### config.mk
export PLATFORM = sky130hd
export DESIGN_NAME = bram1_arbiter
export DESIGN_NICKNAME = d
export VERILOG_FILES = /design/src/rtl/bram_arb_pkg.sv /design/src/rtl/bram_rsp_tracker.sv /design/src/rtl/bram1_arbiter.sv
export SDC_FILE = /design/constraint.sdc
export NUM_CORES = 1
export LEC_CHECK = 0
export CORE_AREA = 2 2 39 41
export DETAILED_ROUTE_END_ITERATION = 10
export DIE_AREA = 0 0 41 43
export MAX_ROUTING_LAYER = met4
export SYNTH_ARGS = -nofsm -noshare
export SYNTH_HDL_FRONTEND = slang
export SYNTH_HIERARCHICAL = 1
export SYNTH_SLANG_ARGS = --single-unit
### constraint.sdc
create_clock -name CLK -period 1.1 [get_ports CLK]
set_input_delay 0.33 -clock CLK [delete_from_list [all_inputs] [get_ports CLK]]
set_output_delay 0.33 -clock CLK [all_outputs]
set_load 0.01 [all_outputs]
### src/rtl/bram_arb_pkg.sv
// Shared definitions for the load-BRAM arbiter: port ids, tracker entry, read latency.
package bram_arb_pkg;

    localparam logic PORT_FETCH = 1'b0;
    localparam logic PORT_LSU   = 1'b1;

    // One in-flight read slot: occupied flag plus the requester that issued it.
    typedef struct packed {
        logic valid;
        logic port;
    } trk_entry_t;

    // BRAM read latency in cycles from the enable cycle to DO valid.
    function automatic int unsigned bram_latency(input int unsigned pipelined);
        return (pipelined != 0) ? 32'd2 : 32'd1;
    endfunction

endpackage

### src/rtl/bram_rsp_tracker.sv
// Fixed-depth shift register of in-flight read tags; the last stage lines up with BRAM_DO.
module bram_rsp_tracker
    import bram_arb_pkg::*;
#(
    parameter int unsigned DEPTH = 2
) (
    input  logic       clk_i,
    input  logic       rst_i,
    input  trk_entry_t push_i,
    output trk_entry_t tap_o,
    output logic       any_valid_o
);

    trk_entry_t [DEPTH-1:0] sr_q;
    trk_entry_t [DEPTH-1:0] sr_d;

    // Shift one stage per cycle, new entry enters at index 0.
    always_comb begin
        sr_d = {sr_q[DEPTH-2:0], push_i};
    end

    // Tracker storage; reset drops every in-flight read.
    always_ff @(posedge clk_i or posedge rst_i) begin
        if (rst_i) begin
            sr_q <= '0;
        end else begin
            sr_q <= sr_d;
        end
    end

    // Tap and any-valid summary.
    always_comb begin
        tap_o       = sr_q[DEPTH-1];
        any_valid_o = 1'b0;
        for (int unsigned i = 0; i < DEPTH; i++) begin
            any_valid_o = any_valid_o | sr_q[i].valid;
        end
    end

endmodule

### src/rtl/bram1_arbiter.sv
// Two-requester arbiter/sequencer for the single-ported load BRAM.
// Port 0 is fetch, port 1 is load/store. Define BRAM_ARB_ROUND_ROBIN_EN for
// round-robin on contention; otherwise port 0 always wins.
module bram1_arbiter
    import bram_arb_pkg::*;
#(
    parameter int unsigned ADDR_WIDTH = 1,
    parameter int unsigned DATA_WIDTH = 1,
    parameter int unsigned PIPELINED  = 0
) (
    input  logic                  CLK,
    input  logic                  RST,

    input  logic                  r0_req_valid,
    output logic                  r0_req_ready,
    input  logic                  r0_req_we,
    input  logic [ADDR_WIDTH-1:0] r0_req_addr,
    input  logic [DATA_WIDTH-1:0] r0_req_wdata,
    output logic                  r0_resp_valid,
    output logic [DATA_WIDTH-1:0] r0_resp_data,

    input  logic                  r1_req_valid,
    output logic                  r1_req_ready,
    input  logic                  r1_req_we,
    input  logic [ADDR_WIDTH-1:0] r1_req_addr,
    input  logic [DATA_WIDTH-1:0] r1_req_wdata,
    output logic                  r1_resp_valid,
    output logic [DATA_WIDTH-1:0] r1_resp_data,

    output logic                  BRAM_EN,
    output logic                  BRAM_WE,
    output logic [ADDR_WIDTH-1:0] BRAM_ADDR,
    output logic [DATA_WIDTH-1:0] BRAM_DI,
    input  logic [DATA_WIDTH-1:0] BRAM_DO,

    output logic                  busy
);

    localparam int unsigned LAT       = bram_latency(PIPELINED);
    localparam int unsigned TRK_DEPTH = LAT + 1;

    logic                  gnt0;
    logic                  gnt1;
    logic                  accept;
    logic                  cmd_we;
    logic [ADDR_WIDTH-1:0] cmd_addr;
    logic [DATA_WIDTH-1:0] cmd_wdata;

    logic                  en_q;
    logic                  en_d;
    logic                  we_q;
    logic                  we_d;
    logic [ADDR_WIDTH-1:0] addr_q;
    logic [ADDR_WIDTH-1:0] addr_d;
    logic [DATA_WIDTH-1:0] di_q;
    logic [DATA_WIDTH-1:0] di_d;

    trk_entry_t            trk_push;
    trk_entry_t            trk_tap;
    logic                  trk_any;

`ifdef BRAM_ARB_ROUND_ROBIN_EN
    logic prio_q;
    logic prio_d;
    logic contended;

    // Round-robin grant: on contention the port named by prio wins.
    always_comb begin
        contended = r0_req_valid & r1_req_valid & ~RST;
        gnt0      = r0_req_valid & ~RST & ~(contended & prio_q);
        gnt1      = r1_req_valid & ~RST & ~gnt0;
        prio_d    = prio_q;
        if (contended) begin
            prio_d = gnt0;
        end
    end

    // Priority pointer, only moved by contended grants.
    always_ff @(posedge CLK or posedge RST) begin
        if (RST) begin
            prio_q <= 1'b0;
        end else begin
            prio_q <= prio_d;
        end
    end
`else
    // Fixed priority: fetch port always wins.
    always_comb begin
        gnt0 = r0_req_valid & ~RST;
        gnt1 = r1_req_valid & ~RST & ~r0_req_valid;
    end
`endif

    // Select the granted command and build the next BRAM drive and tracker tag.
    always_comb begin
        accept    = gnt0 | gnt1;
        cmd_we    = gnt1 ? r1_req_we    : r0_req_we;
        cmd_addr  = gnt1 ? r1_req_addr  : r0_req_addr;
        cmd_wdata = gnt1 ? r1_req_wdata : r0_req_wdata;

        en_d   = accept;
        we_d   = accept & cmd_we;
        addr_d = addr_q;
        di_d   = di_q;
        if (accept) begin
            addr_d = cmd_addr;
            di_d   = cmd_wdata;
        end

        trk_push.valid = accept & ~cmd_we;
        trk_push.port  = gnt1 ? PORT_LSU : PORT_FETCH;
    end

    // Registered BRAM port drive; address and data hold through idle cycles.
    always_ff @(posedge CLK or posedge RST) begin
        if (RST) begin
            en_q   <= 1'b0;
            we_q   <= 1'b0;
            addr_q <= '0;
            di_q   <= '0;
        end else begin
            en_q   <= en_d;
            we_q   <= we_d;
            addr_q <= addr_d;
            di_q   <= di_d;
        end
    end

    bram_rsp_tracker #(
        .DEPTH (TRK_DEPTH)
    ) u_trk (
        .clk_i       (CLK),
        .rst_i       (RST),
        .push_i      (trk_push),
        .tap_o       (trk_tap),
        .any_valid_o (trk_any)
    );

    // Output mapping; read data is shared, only the valid pulse is steered.
    always_comb begin
        r0_req_ready  = gnt0;
        r1_req_ready  = gnt1;
        BRAM_EN       = en_q;
        BRAM_WE       = we_q;
        BRAM_ADDR     = addr_q;
        BRAM_DI       = di_q;
        r0_resp_valid = trk_tap.valid & (trk_tap.port == PORT_FETCH);
        r1_resp_valid = trk_tap.valid & (trk_tap.port == PORT_LSU);
        r0_resp_data  = BRAM_DO;
        r1_resp_data  = BRAM_DO;
        busy          = trk_any;
    end

endmodule

==> metrics.md <==
| Metric | Value |
|---|---|
| WL final | between 600 and 700 um |
| Via total after detailed routing | about 320 |
| CP peak stage delay | roughly 0.37 ns |
| Rows | 14 |
| Hold Fails Final Rpt | 0 |
| Die Area | 1763 um2 |
| Status | finished, violations left |
| Fillcell total | roughly 150 |
| Setup Skew | approximately 0.00004 ns |
| Die Span Y | roughly 43 um |
| Yosys warning count | 6 |
| Post-detailed-route count of antenna-violating nets | 0 |
| Period Utilization, post-route | 1.182 |
| Worst-path maximum fanout | 3 |
| RSZ-0062 raised after global routing | yes |
| Largest net degree at the start of global routing | 8 |
| Root buffer cell | clkbuf_4 |
| Leak Pwr | just over 0.0003 uW |
| CP arrival | roughly 0.97 ns |
| Die W | approximately 41 um |
| Sequential fraction of the synthesis area | 0.5424 |
| Slew Limit Headroom | 0.8445 |
| TNS Setup | -0.5141 ns |
| Cells along the critical path | or2_1, buf_2 |
| # IOs | 22 |
| Gr ovfl total | 0 |
| Synth top cells by count | dfrtp_1 (8), inv_1 (5) |
| Max frequency | between 700 and 800 MHz |
| Synth cell types | 17 |
| N_diodes | 0 |
| Crit start category | register |
| Vias per cell | approximately 4 |
| Vias in the first global route | around 280 |
| Slew @ Worst Pin | 0.2332 ns |
| Post-synth EDFFs | 0 |
| Slowest CP cell | dfrtp_1 |
| Final Cell Area | between 500 and 600 um2 |
| Clock sink count | 8 |
| Port Buffers | 18 |
| Cells after synthesis | 35 |
| First-pass GRT wire length | roughly 1100 um |
| Most frequent cell after synthesis | dfrtp_1 |
| Final number of setup-violating endpoints | 4 |
| Initial core utilization | 0.2667 |
| Fin crit period | between 1 and 1.5 ns |
| TritonCTS Buffers | 3 |
| PD cells | 1174 nW/um2 |
| H-tree depth | 1 |
| Share of flip-flops with an asynchronous set or reset | 1.000 |
| Post-synth top area cell | dfrtp_1 |
| Slew Limit Fails | 0 |
| CORE AREA | between 1000 and 1500 um2 |
| Critical path data required time | between 0.7 and 0.8 ns |
| CTS clk-pin slew, worst paths | approximately 0.050 ns |
| Top cell type's share of synthesized area | 0.5424 |
| Mapped Nets | 46 |
| Failing checks | setup timing |
| Max VDD drop | ~0.0004 V |
| Worst hold path class | input port to asynchronous set/reset pin |
| Max cap viols | 0 |
| Synth area leaders | dfrtp_1 (54%), inv_1 (5.1%), a221oi_1 (4.7%), buf_4 (4.1%), nor3b_1 (4.1%) |
| Synth Area per Inst | 10.55 um2 |
| Mapped Area | 369.1 um2 |
| Share of layout cells above drive strength 1 | 0.3934 |
| CTS tree | yes |
| Dpl cell area | just under 600 um2 |
| Flops & latches, synth | 8 |
| RD Place Congestion | 0.7108 |
| Post-route worst setup slack | -0.2002 ns |
| Overall routing resource usage | 0.1007 |
| Synth-to-layout area growth | 58.98% |
| Initial antenna violation count | 0 |
| Initial DRC Count | 1 |
| Crit path kind | register to output port |
| Clock Path Buffers | 2 |
| Clk_lat worst skew | around 0.25 ns |
| Top_reg_cell synth | dfrtp_1 |
| Power Total | 689.1 uW |
| Critical Path Sink Type | output port |
| DRC viols | 0 |
| Nets | between 70 and 80 |
| DRT Pass-1 Iters | 2 |
| WL/cell | 8.896 um |
-- worst paths after layout --
kind | to | slack, ns | startpoint | depth (start not counted)
worst max-delay path | busy | -0.20 | u_trk/tap_o[1] | 2
worst min-delay path | BRAM_WE | 0.07 | RST | 3
worst max register to register | BRAM_ADDR | 0.28 | BRAM_ADDR | 3
worst min register to register | u_trk/tap_o[0] | 0.35 | u_trk/sr_d[2] | 0
max in group asynchronous | u_trk/sr_d[3] | 0.42 | RST | 3
min in group CLK | u_trk/tap_o[0] | 0.35 | u_trk/sr_d[2] | 0
-- per-stage QoR --
stage / hold slack (ns) / utilization / cells / setup WS, ns
final: 0.07310 / 0.4241 / 77 / -0.2002
after global routing: 0.08354 / 0.4241 / 77 / -0.2459
after CTS: 0.06745 / 0.4159 / 76 / -0.2129
after detailed placement: 0.3419 / 0.4250 / 72 / -0.9261
after global placement: 0.3386 / 0.4250 / 72 / -0.9077
after floorplan: 0.09608 / - / 35 / 0.01026
-- metal layers --
metal / share of wire / global-route usage
met3: 0.073 / 0.01571
met4: 0.026 / 0.1000
met5: 0 / -
met2: 0.49 / 0.1375
met1: 0.40 / 0.1159
-- cell type report --
class | count | area, um2 | area share
clock buffer | 3 | 22.52 | 0.03838
inverter | 5 | 18.77 | 0.03198
multi-input combinational | 19 | 130.1 | 0.2217
sequential | 8 | 200.2 | 0.3412
tap | 16 | 20.02 | 0.03412
timing repair buffer | 26 | 195.2 | 0.3326
-- cells in the final DEF, fill, tap and decap left out, drive strengths merged, types with 2 or more instances in the layout --
cell / Yosys / final
clkbuf: 0 / 3
nor2: 2 / 2
clkdlybuf4s50: 0 / 6
nor2b: 2 / 2
dfrtp: 8 / 8
inv: 5 / 5
and2: 2 / 2
nor3b: 2 / 2
a21oi: 2 / 2
buf: 3 / 19
a221oi: 2 / 2
-- cells by family after synthesis --
kind of cell | share of synthesized area
compound gates | 0.09493
flops | 0.5424
simple gates | 0.2407
buf+inv | 0.1220
-- what timing repair did --
item,CTS,global route
setup buffers,0,1
hold endpoints to repair,4,0
pin swaps,3,2
resized for setup,50,1
endpoints found under the setup margin,13,7
hold buffers,1,0
-- worst max-delay path, delay by kind of cell (launching register included) --
kind,cells,cell delay (ns)
flip-flops,1,0.37
AND/OR/NAND/NOR,1,0.21
buffers and inverters,1,0.13
-- state kept, by name, indices dropped and copies added, names as in the netlist --
name         flops
BRAM_ADDR        1
BRAM_DI          1
BRAM_EN          1
BRAM_WE          1
u_trk/sr_d       2
u_trk/tap_o      2
-- report_power, final --
| part | leakage (uW) | internal [uW] | switching [uW] |
|---|---|---|---|
| Clock | 0.0000138 | 125 | 96.7 |
| Combinational | 0.000196 | 86.1 | 59.1 |
| Sequential | 0.000101 | 315 | 7.37 |
| Total | 0.000310 | 526 | 163 |
Note: power is estimated with default switching activity, not from simulation.
